$ cat config.mk
export PLATFORM = sky130hd
export DESIGN_NAME = load_store_unit_flat
export DESIGN_NICKNAME = d
export VERILOG_FILES = /design/src/rtl/lsu_pkg.sv /design/src/rtl/lsu_mem_if.sv /design/src/rtl/lsu_align.sv /design/src/rtl/load_store_unit.sv /design/src/flat_wrapper.sv
export SDC_FILE = /design/constraint.sdc
export NUM_CORES = 1
export LEC_CHECK = 0
export CAP_MARGIN = 20
export CORE_MARGIN = 4
export CORE_UTILIZATION = 41
export DETAILED_ROUTE_END_ITERATION = 10
export GPL_ROUTABILITY_DRIVEN = 0
export GPL_TIMING_DRIVEN = 0
export PLACE_DENSITY = 0.77
export RECOVER_POWER = 50
export SLEW_MARGIN = 20
export SYNTH_ARGS = -nofsm -noshare
export SYNTH_HDL_FRONTEND = slang
export SYNTH_SLANG_ARGS = --single-unit
$ cat constraint.sdc
create_clock -name i_clk -period 2.35 [get_ports i_clk]
set_clock_uncertainty 0.15 [all_clocks]
set_input_delay 0.235 -clock i_clk [delete_from_list [all_inputs] [get_ports i_clk]]
set_output_delay 0.235 -clock i_clk [all_outputs]
set_load 0.01 [all_outputs]
$ cat src/rtl/lsu_pkg.sv
// Shared types and constants for the load/store unit: FSM states, RV32I size/sign
// codes, byte-lane masks and small decode helpers.
package lsu_pkg;

  typedef enum logic [1:0] {
    ST_IDLE = 2'd0,
    ST_REQ  = 2'd1,
    ST_WAIT = 2'd2,
    ST_DONE = 2'd3
  } lsu_state_e;

  localparam logic [2:0] F3_B  = 3'd0;
  localparam logic [2:0] F3_H  = 3'd1;
  localparam logic [2:0] F3_W  = 3'd2;
  localparam logic [2:0] F3_BU = 3'd4;
  localparam logic [2:0] F3_HU = 3'd5;

  localparam logic [3:0] MASK_B = 4'b0001;
  localparam logic [3:0] MASK_H = 4'b0011;
  localparam logic [3:0] MASK_W = 4'b1111;

  // Stores have no unsigned variants, so funct3 4/5 are only legal for loads.
  function automatic logic f3_legal(input logic [2:0] f3, input logic is_store);
    case (f3)
      F3_B, F3_H, F3_W: f3_legal = 1'b1;
      F3_BU, F3_HU:     f3_legal = ~is_store;
      default:          f3_legal = 1'b0;
    endcase
  endfunction

  // Byte offset actually used for the lanes: halves drop addr[0], words use lane 0.
  function automatic logic [1:0] eff_off(input logic [2:0] f3, input logic [1:0] lo);
    case (f3[1:0])
      2'd0:    eff_off = lo;
      2'd1:    eff_off = {lo[1], 1'b0};
      default: eff_off = 2'b00;
    endcase
  endfunction

endpackage

$ cat src/rtl/lsu_mem_if.sv
// Memory-side request/accept/response bus of the load/store unit.
// Handshake: a request transfers on a cycle with mem_req && mem_ready; the
// master holds addr/wen/wdata/mask stable until then; mem_valid carries one load
// response word and is only meaningful after the load request was accepted.
interface lsu_mem_if #(
  parameter int ADDR_W = 32
);
  logic              mem_req;
  logic              mem_ready;
  logic [ADDR_W-1:0] mem_addr;
  logic              mem_wen;
  logic [31:0]       mem_wdata;
  logic [3:0]        mem_mask;
  logic              mem_valid;
  logic [31:0]       mem_rdata;

  modport master (
    output mem_req, mem_addr, mem_wen, mem_wdata, mem_mask,
    input  mem_ready, mem_valid, mem_rdata
  );

  modport slave (
    input  mem_req, mem_addr, mem_wen, mem_wdata, mem_mask,
    output mem_ready, mem_valid, mem_rdata
  );
endinterface

$ cat src/rtl/lsu_align.sv
// Combinational lane logic: byte mask and store shift for a request, and
// load extract plus sign/zero extension for a response.
module lsu_align
  import lsu_pkg::*;
(
  input  logic [1:0]  off,
  input  logic [2:0]  funct3,
  input  logic [31:0] wdata,
  input  logic [31:0] rdata,
  output logic [3:0]  mask,
  output logic [31:0] wdata_sh,
  output logic [31:0] rdata_ext
);
  logic [31:0] rdata_sh;
  logic        sgn;

  always_comb begin
    mask      = MASK_W;
    wdata_sh  = wdata;
    rdata_ext = 32'd0;
    rdata_sh  = rdata >> {off, 3'b000};
    sgn       = ~funct3[2];
    case (funct3[1:0])
      2'd0: begin
        mask      = MASK_B << off;
        wdata_sh  = {24'd0, wdata[7:0]} << {off, 3'b000};
        rdata_ext = {{24{sgn & rdata_sh[7]}}, rdata_sh[7:0]};
      end
      2'd1: begin
        mask      = MASK_H << off;
        wdata_sh  = {16'd0, wdata[15:0]} << {off, 3'b000};
        rdata_ext = {{16{sgn & rdata_sh[15]}}, rdata_sh[15:0]};
      end
      default: begin
        mask      = MASK_W;
        wdata_sh  = wdata;
        rdata_ext = rdata_sh;
      end
    endcase
  end
endmodule

$ cat src/rtl/load_store_unit.sv
// Multi-cycle load/store unit: IDLE -> REQ -> (WAIT) -> DONE over lsu_mem_if.
// Optional `LSU_MISALIGN_TRAP_EN` traps misaligned half/word accesses at accept.
module load_store_unit
  import lsu_pkg::*;
#(
  parameter int ADDR_W  = 32,
  parameter int TIMEOUT = 0
) (
  input  logic              i_clk,
  input  logic              i_rst,
  input  logic              i_valid,
  output logic              o_ready,
  input  logic              i_load,
  input  logic              i_store,
  input  logic [2:0]        i_funct3,
  input  logic [ADDR_W-1:0] i_addr,
  input  logic [31:0]       i_wdata,
  lsu_mem_if.master         mem,
  output logic              o_done,
  output logic [31:0]       o_rdata,
  output logic              o_trap,
  output logic              o_timeout,
  output lsu_state_e        o_dbg_state
);
  lsu_state_e        state_q, state_d;
  logic [31:0]       cnt_q, cnt_d;
  logic [ADDR_W-1:0] addr_q, addr_d;
  logic [1:0]        off_q, off_d;
  logic [2:0]        f3_q, f3_d;
  logic              load_q, load_d;
  logic [31:0]       wdata_q, wdata_d;
  logic [3:0]        mask_q, mask_d;
  logic              trap_q, trap_d;
  logic              tmo_q, tmo_d;
  logic [31:0]       rdata_q, rdata_d;

  logic [1:0]  acc_off;
  logic [3:0]  req_mask;
  logic [31:0] req_wdata;
  logic [31:0] req_rdata_unused;
  logic [3:0]  rsp_mask_unused;
  logic [31:0] rsp_wdata_unused;
  logic [31:0] rsp_rdata;
  logic        misaligned;
  logic        bad_op;

  assign acc_off = eff_off(i_funct3, i_addr[1:0]);

`ifdef LSU_MISALIGN_TRAP_EN
  assign misaligned = ((i_funct3[1:0] == 2'd1) && i_addr[0]) ||
                      ((i_funct3[1:0] == 2'd2) && (i_addr[1:0] != 2'b00));
`else
  assign misaligned = 1'b0;
`endif

  // No operation kind at all is treated like both kinds: nothing sensible to issue.
  assign bad_op = (i_load == i_store) || !f3_legal(i_funct3, i_store) || misaligned;

  lsu_align u_req_align (
    .off       (acc_off),
    .funct3    (i_funct3),
    .wdata     (i_wdata),
    .rdata     (32'd0),
    .mask      (req_mask),
    .wdata_sh  (req_wdata),
    .rdata_ext (req_rdata_unused)
  );

  lsu_align u_rsp_align (
    .off       (off_q),
    .funct3    (f3_q),
    .wdata     (32'd0),
    .rdata     (mem.mem_rdata),
    .mask      (rsp_mask_unused),
    .wdata_sh  (rsp_wdata_unused),
    .rdata_ext (rsp_rdata)
  );

  always_ff @(posedge i_clk) begin
    if (i_rst) begin
      state_q <= ST_IDLE;
      cnt_q   <= 32'd0;
      addr_q  <= '0;
      off_q   <= 2'b00;
      f3_q    <= 3'd0;
      load_q  <= 1'b0;
      wdata_q <= 32'd0;
      mask_q  <= 4'd0;
      trap_q  <= 1'b0;
      tmo_q   <= 1'b0;
      rdata_q <= 32'd0;
    end else begin
      state_q <= state_d;
      cnt_q   <= cnt_d;
      addr_q  <= addr_d;
      off_q   <= off_d;
      f3_q    <= f3_d;
      load_q  <= load_d;
      wdata_q <= wdata_d;
      mask_q  <= mask_d;
      trap_q  <= trap_d;
      tmo_q   <= tmo_d;
      rdata_q <= rdata_d;
    end
  end

  always_comb begin
    state_d = state_q;
    cnt_d   = cnt_q;
    addr_d  = addr_q;
    off_d   = off_q;
    f3_d    = f3_q;
    load_d  = load_q;
    wdata_d = wdata_q;
    mask_d  = mask_q;
    trap_d  = trap_q;
    tmo_d   = tmo_q;
    rdata_d = rdata_q;
    case (state_q)
      ST_IDLE: begin
        if (i_valid) begin
          addr_d  = {i_addr[ADDR_W-1:2], 2'b00};
          off_d   = acc_off;
          f3_d    = i_funct3;
          load_d  = i_load;
          wdata_d = req_wdata;
          mask_d  = req_mask;
          trap_d  = bad_op;
          tmo_d   = 1'b0;
          rdata_d = 32'd0;
          cnt_d   = 32'd0;
          state_d = bad_op ? ST_DONE : ST_REQ;
        end
      end
      ST_REQ: begin
        if (mem.mem_ready) begin
          cnt_d   = 32'd0;
          state_d = load_q ? ST_WAIT : ST_DONE;
        end
      end
      ST_WAIT: begin
        cnt_d = cnt_q + 32'd1;
        if (mem.mem_valid) begin
          rdata_d = rsp_rdata;
          state_d = ST_DONE;
        end else if ((TIMEOUT != 0) && (cnt_q == 32'(TIMEOUT - 1))) begin
          trap_d  = 1'b1;
          tmo_d   = 1'b1;
          state_d = ST_DONE;
        end
      end
      default: state_d = ST_IDLE;
    endcase
  end

  always_comb begin
    o_ready       = (state_q == ST_IDLE);
    mem.mem_req   = (state_q == ST_REQ);
    mem.mem_wen   = (state_q == ST_REQ) && !load_q;
    mem.mem_mask  = (state_q == ST_REQ) ? mask_q : 4'd0;
    mem.mem_addr  = addr_q;
    mem.mem_wdata = wdata_q;
    o_done        = (state_q == ST_DONE);
    o_trap        = (state_q == ST_DONE) && trap_q;
    o_timeout     = (state_q == ST_DONE) && tmo_q;
    o_rdata       = rdata_q;
    o_dbg_state   = state_q;
  end
endmodule

$ cat src/flat_wrapper.sv
// flat-port wrapper written by rule: the top's interface ports become plain ports
module load_store_unit_flat import lsu_pkg::*;
#(
  parameter int ADDR_W  = 32,
  parameter int TIMEOUT = 0
)
  (i_clk, i_rst, i_valid, o_ready, i_load, i_store, i_funct3, i_addr, i_wdata, o_done, o_rdata, o_trap, o_timeout, o_dbg_state, mem_mem_req, mem_mem_addr, mem_mem_wen, mem_mem_wdata, mem_mem_mask, mem_mem_ready, mem_mem_valid, mem_mem_rdata);
  lsu_mem_if #(.ADDR_W(ADDR_W)) mem_i ();
  input  logic i_clk;
  input  logic i_rst;
  input  logic i_valid;
  output logic o_ready;
  input  logic i_load;
  input  logic i_store;
  input  logic [2:0] i_funct3;
  input  logic [ADDR_W-1:0] i_addr;
  input  logic [31:0] i_wdata;
  output logic o_done;
  output logic [31:0] o_rdata;
  output logic o_trap;
  output logic o_timeout;
  output lsu_state_e o_dbg_state;
  output wire logic [$bits(mem_i.mem_req)-1:0] mem_mem_req;
  output wire logic [$bits(mem_i.mem_addr)-1:0] mem_mem_addr;
  output wire logic [$bits(mem_i.mem_wen)-1:0] mem_mem_wen;
  output wire logic [$bits(mem_i.mem_wdata)-1:0] mem_mem_wdata;
  output wire logic [$bits(mem_i.mem_mask)-1:0] mem_mem_mask;
  input wire logic [$bits(mem_i.mem_ready)-1:0] mem_mem_ready;
  input wire logic [$bits(mem_i.mem_valid)-1:0] mem_mem_valid;
  input wire logic [$bits(mem_i.mem_rdata)-1:0] mem_mem_rdata;
  assign mem_mem_req = mem_i.mem_req;
  assign mem_mem_addr = mem_i.mem_addr;
  assign mem_mem_wen = mem_i.mem_wen;
  assign mem_mem_wdata = mem_i.mem_wdata;
  assign mem_mem_mask = mem_i.mem_mask;
  assign mem_i.mem_ready = mem_mem_ready;
  assign mem_i.mem_valid = mem_mem_valid;
  assign mem_i.mem_rdata = mem_mem_rdata;
  load_store_unit #(.ADDR_W(ADDR_W), .TIMEOUT(TIMEOUT)) u_core (.i_clk(i_clk), .i_rst(i_rst), .i_valid(i_valid), .o_ready(o_ready), .i_load(i_load), .i_store(i_store), .i_funct3(i_funct3), .i_addr(i_addr), .i_wdata(i_wdata), .mem(mem_i), .o_done(o_done), .o_rdata(o_rdata), .o_trap(o_trap), .o_timeout(o_timeout), .o_dbg_state(o_dbg_state));
endmodule
## Word level (Yosys, flattened, before mapping)

Cells that the tools add are included.

| operators by class | value |
|---|---|
| mux-type cells | 15 |
| shifts and indexed selects | 5 |
| bitwise gates (word level) | 4 |
| add/subtract/negate cells | 0 |
| order comparisons | 0 |
| $mul | 0 |
| equality and inequality tests | 13 |
| div/mod/pow operators | 0 |
| reduce and logical (&&, ||, !) cells | 15 |

Operators by type and width:

| kind | count |
|---|---|
| $pmux 32 s2 | 3 |
| $mux 32 | 2 |
| $shl 16x5->32 | 1 |
| $shl 8x5->32 | 1 |
| $shr 32x5->32 | 1 |
| $mux 2 | 4 |
| $pmux 4 s2 | 1 |
| $eq 2x1->1 const B | 3 |
| $eq 3x3->1 const B | 2 |
| $logic_not 2->1 | 3 |
| $pmux 2 s3 | 1 |
| $reduce_and 3->1 | 2 |
| $eq 2x2->1 const B | 2 |
| $mux 4 | 1 |
| $ne 2x2->1 const B | 2 |
| $pmux 2 s2 | 1 |
| $shl 1x2->4 const A | 1 |
| $shl 2x2->4 const A | 1 |
| $eq 3x1->1 const B | 1 |
| $eq 3x2->1 const B | 1 |
| $logic_not 3->1 | 1 |
| $reduce_or 3->1 | 1 |
| $and 1x1->1 | 2 |
| $logic_and 1x1->1 | 2 |
| other kinds (10) | 12 |

| storage, ports and cells | value |
|---|---|
| logic and storage cells | 61 |
| memory bits (read-only) | 0 |
| register bits | 107 |
| latch bits | 0 |
| memories kept | 0 |
| memory bits (writable) | 0 |
| bits of input ports | 106 |

## Depth between registers and ports, before layout

| depth | value |
|---|---|
| depth in word-level cells | 8 |
| mapped depth | 8 |
| gate-level depth less buffers | 6 |

## Cells and area by module

From an unflattened synthesis, not the netlist that was laid out.

| unflattened totals | value |
|---|---|
| cell total of the unflattened synthesis | 902 |
| area total of the unflattened synthesis | 6745.2 µm² |

Modules (own cells, without submodules):

| module | cells an instance | times used | area each (µm²) | seq. area each (µm²) |
|---|---|---|---|---|
| load_store_unit | 460 | 1 | 3895.0 | 2142.1 |
| lsu_align | 221 | 2 | 1425.1 | 0.0 |

## Worst setup path before layout

Ideal clock, no wire load.

| path | value |
|---|---|
| path kind | flip-flop to flip-flop |
| from | reg u_core.state_q[0], in the netlist u_core.o_dbg_state[0] |
| to | reg u_core.rdata_q[10], in the netlist u_core.o_rdata[10] |
| path buffers | 2 |
| setup slack | 193 ps |
| library setup time | 117 ps |
| arrival | 1890 ps |
| cell stages (with the launch flop) | 9 |
| path through | dfxtp_1 inv_1 ha_1 nor2b_4 or3_1 buf_2 nor2b_1 buf_6 a22o_1 |

| between the ends | value |
|---|---|
| longest elaborated chain between the ends | 3 |
| elaborated cells between the ends (all ways) | 7 |

Ends and longest elaborated chain:

| what | line | RTL |
|---|---|---|
| start, declared | load_store_unit.sv:25 | `lsu_state_e state_q, state_d;` |
| start signal, assigned | load_store_unit.sv:93 | `state_q <= state_d;` |
| $logic_not 2->1 * | - |  |
| net o_ready | flat_wrapper.sv:12 | `output logic o_ready;` |
| $ne 2x2->1 (no source line) / $reduce_bool 2->1 (equally long branches) | - |  |
| $reduce_and 3->1 (no source line) | - |  |
| end signal, assigned | load_store_unit.sv:103 | `rdata_q <= rdata_d;` |
| end, declared | load_store_unit.sv:35 | `logic [31:0] rdata_q, rdata_d;` |

Mark *: on every way through the listed nets, which the timed path passes. The rest lies on a longest branch.
A chain may end at the register's enable or synchronous reset.

## Worst setup path after layout

| path | value |
|---|---|
| from | reg u_core.state_q[0], in the netlist u_core.o_dbg_state[0] |
| to | reg u_core.rdata_q[12], in the netlist u_core.o_rdata[12] |

| between the ends | value |
|---|---|
| longest elaborated chain between the ends | 3 |
| elaborated cells between the ends (all ways) | 7 |

Ends and longest elaborated chain:

| what | line | RTL |
|---|---|---|
| $eq 2x2->1 / $logic_not 2->1 (equally long branches) | load_store_unit.sv:119 | `case (state_q)` |
| $ne 2x2->1 (no source line) / $reduce_bool 2->1 (equally long branches) | - |  |
| $reduce_and 3->1 (no source line) | - |  |

Parallel ways exist; a longest one is shown, timed or not.

==> summary.md <==
| Metric | Value |
|---|---|
| Final setup TNS | `0 ps` |
| RSZ-0062 raised after global routing | `no` |
| Worst R2R Start | `u_core.o_dbg_state[0]` |
| Hold_ws | `284 ps` |
| Busiest metal layer after global routing | `met2` |
| CP max stage delay | `approximately 380 ps` |
| CP Depth | `8` |
| Largest family of logic cells by synthesized area | `compound AO/OA/AOI/OAI gates` |
| Slew @ Worst Pin | `614 ps` |
| CTS Root Cell | `clkbuf_16` |
| Slew margin rel. | `0.589` |
| Via/cell ratio | `about 5.5` |
| Worst-path clk slew | `approximately 70 ps` |
| CTS Buf Count | `9` |
| Outcome | `finished, final reports clean` |
| Critical path fanouts, max | `8` |
| Post-synthesis compound-gate area fraction | `0.251` |
| Initial DRC count | `roughly 390` |
| Final Slew Violations | `0` |
| Avg Cell Area, Syn | `8.73 sq um` |
| Period minus WS final | `around 2200 ps` |
| Final hold violations | `0` |
| Largest delay contributor family on the critical path | `simple AND/OR/NAND/NOR gates` |
| Proportion of synthesized area in mux cells | `0.0739` |
| Post-route ant nets | `0` |
| WL/cell | `17.9 microns` |
| Hold_buf cts | `0` |
| Die width | `roughly 120 microns` |
| Final nets | `891` |
| Pwr dens | `between 800 and 900 nW/um^2` |
| Leakage power | `approximately 2.9 nW` |
| H-tree levels | `3` |
| Util after Layout | `0.648` |
| Antenna violations before repair | `0` |
| Final worst-path cycle share | `0.946` |
| Met1 Usage GRT | `0.290` |
| # clock sinks | `about 110` |
| Synth-to-Final Area Change | `53.0%` |
| Core Rows | `39` |
| Mapped Area | `slightly below 5000 sq um` |
| Fmax | `between 400 and 500 MHz` |
| Element type at the critical path end | `register` |
| Cell Chain, Critical Path | `inv_1 -> ha_1 -> nor2b_4 -> or3_1 -> buf_2 -> nor2b_1 -> buf_6 -> a22o_1` |
| Vias | `5126` |
| # DRC | `0` |
| Crit path to | `u_core.o_rdata[12]` |
| Post-DP HPWL | `13.1 mm` |
| Grt ovf | `0` |
| Core footprint | `around 12000 sq um` |
| Initial Utilization | `0.423` |
| Max-Cap Viols | `0` |
| Crit start category | `register` |
| Number of I/O port buffers | `210` |
| Hold Crit Class | `in -> reg` |
| CTS tree | `done` |
| Vias in the first global route | `4957` |
| Worst setup path start | `u_core.o_dbg_state[0]` |
| Final setup fails | `0` |
| Synth warn | `0` |
| Buf/Inv on CP | `3` |
| Seq/Total Area, Yosys | `0.440` |
| Adder-cell share of the synthesized area | `0.0103` |
| Clock Latency Late Sink | `340 ps` |
| Arr. time, crit path | `roughly 2300 ps` |
| Worst Setup Path Type | `reg -> reg` |
| Worst path slowest cell | `or3_1` |
| Fill count | `995` |
| Total Routed Length | `16.7 mm` |
| Post-Synth Simple-Gate Area | `0.171` |
| Max rail drop VDD | `approximately 0.6 mV` |
| Netlist cell types | `40` |
| XOR/XNOR Fraction of Synth Area | `0` |
| Largest net degree at the start of global routing | `18` |
| Die area | `13700 sq um` |
| Worst Reg-to-Reg Cells | `8` |
| Synthesis-stage register bit count | `between 100 and 150` |
| Met3 usage | `0.0787` |
| Met2 Resource Use GR | `0.391` |
| CTS Buffer Depth | `2` |
| Num ports | `214` |
| GR Util All Layers | `0.236` |
| R2R Path End | `u_core.o_rdata[12]` |
| Antenna Cells | `0` |
| Layout cell share with drive strength beyond 1 | `0.0776` |
| Required time of the critical path | `between 2000 and 2500 ps` |
| Pre-antenna DRT Iters | `5` |
| Mapped Cells | `roughly 560` |
| Die Y | `117 microns` |
| First-pass GRT wire length | `between 20 and 30 mm` |
| Reg-to-reg slack, setup | `between 100 and 150 ps` |
==> through the flow <==
| stage | instances | area, sq um | setup slack, ps | total power, mW |
|---|---|---|---|---|
| final | 929 | 7460 | 127 | 6.04 |
| after global routing | 929 | 7460 | 20.2 | 6.38 |
| after CTS | 929 | 7430 | 1.91 | 6.16 |
| after detailed placement | 913 | 7160 | 21.1 | 4.76 |
| after global placement | 913 | 7160 | 79.2 | 4.70 |
| after floorplan | 560 | 4880 | 193 | 3.56 |
==> timing repair <==
action,CTS,global route
endpoints found under the setup margin,0,71
gates resized for setup,0,18
setup buffers,0,0
endpoints found under the hold margin,0,0
==> power by group <==
group	switching (mW)	internal, mW
combinational	1.26	1.07
sequential	0.186	2.14
clock	0.671	0.719
==> synth_stat cells, drive strengths merged <==
cell type / number / area, sq um
nor2: 34 / 128
ha: 4 / 50.1
and2: 6 / 37.5
nand2: 101 / 379
o21ai: 26 / 130
a211oi: 19 / 143
a31oi: 10 / 62.6
buf: 20 / 121
mux2i: 9 / 90.1
nand4b: 1 / 8.76
mux4: 8 / 180
o211ai: 1 / 7.51
o21a: 8 / 60.1
mux2: 8 / 90.1
a2bb2oi: 16 / 140
nand3: 16 / 80.1
or3: 1 / 6.26
nor3b: 1 / 12.5
nand3b: 10 / 78.8
a32oi: 16 / 140
nor2b: 8 / 57.6
o2111ai: 1 / 26.3
a22oi: 25 / 188
a21oi: 47 / 235
nor3: 3 / 25.0
nand2b: 3 / 18.8
inv: 4 / 15.0
o21bai: 2 / 18.8
dfxtp: 107 / 2140
a22o: 8 / 70.1
conb: 1 / 3.75
clkbuf: 34 / 128
==> layout make-up <==
class                      count  area [sq um]  area share
buffer                        54           256      0.0344
clock buffer                  10           229      0.0307
clock inverter                 6          42.5     0.00570
inverter                       4          15.0     0.00201
multi-input combinational    395          2490       0.334
sequential                   107          2140       0.288
tap                          143           179      0.0240
timing repair buffer         210          2100       0.282
==> cell usage in the layout (no fill, tap or decap), drive strengths merged, types with 2 or more instances in the layout <==
| cell type | n |
|---|---|
| mux2i | 9 |
| clkinv | 4 |
| a2bb2oi | 16 |
| a32oi | 16 |
| dfxtp | 107 |
| o21bai | 2 |
| conb | 3 |
| a31oi | 10 |
| a22oi | 25 |
| mux2 | 8 |
| nand3b | 10 |
| nand2b | 3 |
| o21a | 8 |
| a22o | 8 |
| inv | 4 |
| and2 | 6 |
| nor2 | 34 |
| clkbuf | 45 |
| nor2b | 8 |
| nand3 | 16 |
| a21oi | 47 |
| o21ai | 26 |
| ha | 4 |
| clkinvlp | 2 |
| buf | 19 |
| nand2 | 101 |
| nor3 | 3 |
| clkdlybuf4s50 | 112 |
| dlygate4sd3 | 98 |
| a211oi | 19 |
| mux4 | 8 |
==> kinds of logic (layout without fill, tap and decap cells) <==
kind of cell,count (synthesis),after routing
buffers and inverters,58,284
other,1,3
AND/OR/NAND/NOR,184,184
AO/OA/AOI/OAI,179,179
flip-flops,107,107
adder cells (fa/ha/maj),4,4
multiplexers,25,25
==> per-layer routing <==
metal	up-vias	share of wire
met5	-	0
met1	2403	0.41
met2	237	0.47
met4	0	0.025
li1	2451	-
met3	35	0.094
==> worst min-delay path: stages <==
cell and delay (ps):
clkdlybuf4s50_1 390, nand2_1 50, a21oi_1 50
==> state kept, by name (all words and copies together) (netlist names) <==
name / cells
u_core.o_rdata: 32
u_core.trap_q: 1
u_core.f3_q: 3
u_core.o_dbg_state: 2
u_core.mask_q: 4
u_core.mem.mem_addr: 30
u_core.load_q: 1
u_core.mem.mem_wdata: 32
u_core.off_q: 2
==> how the worst min path moves through the flow <==
stage	from	endpoint	slack (ps)	cells after the start
after CTS	i_addr[31]	u_core.mem.mem_addr[31]	280	3
after global placement	u_core.mem.mem_wdata[3]	u_core.mem.mem_wdata[3]	290	2
final	i_addr[12]	u_core.mem.mem_addr[12]	280	3
after floorplan	i_load	u_core.load_q	220	2
after global routing	i_addr[12]	u_core.mem.mem_addr[12]	290	3
after detailed placement	u_core.load_q	u_core.load_q	290	2
(Power assumes the default switching activity.)
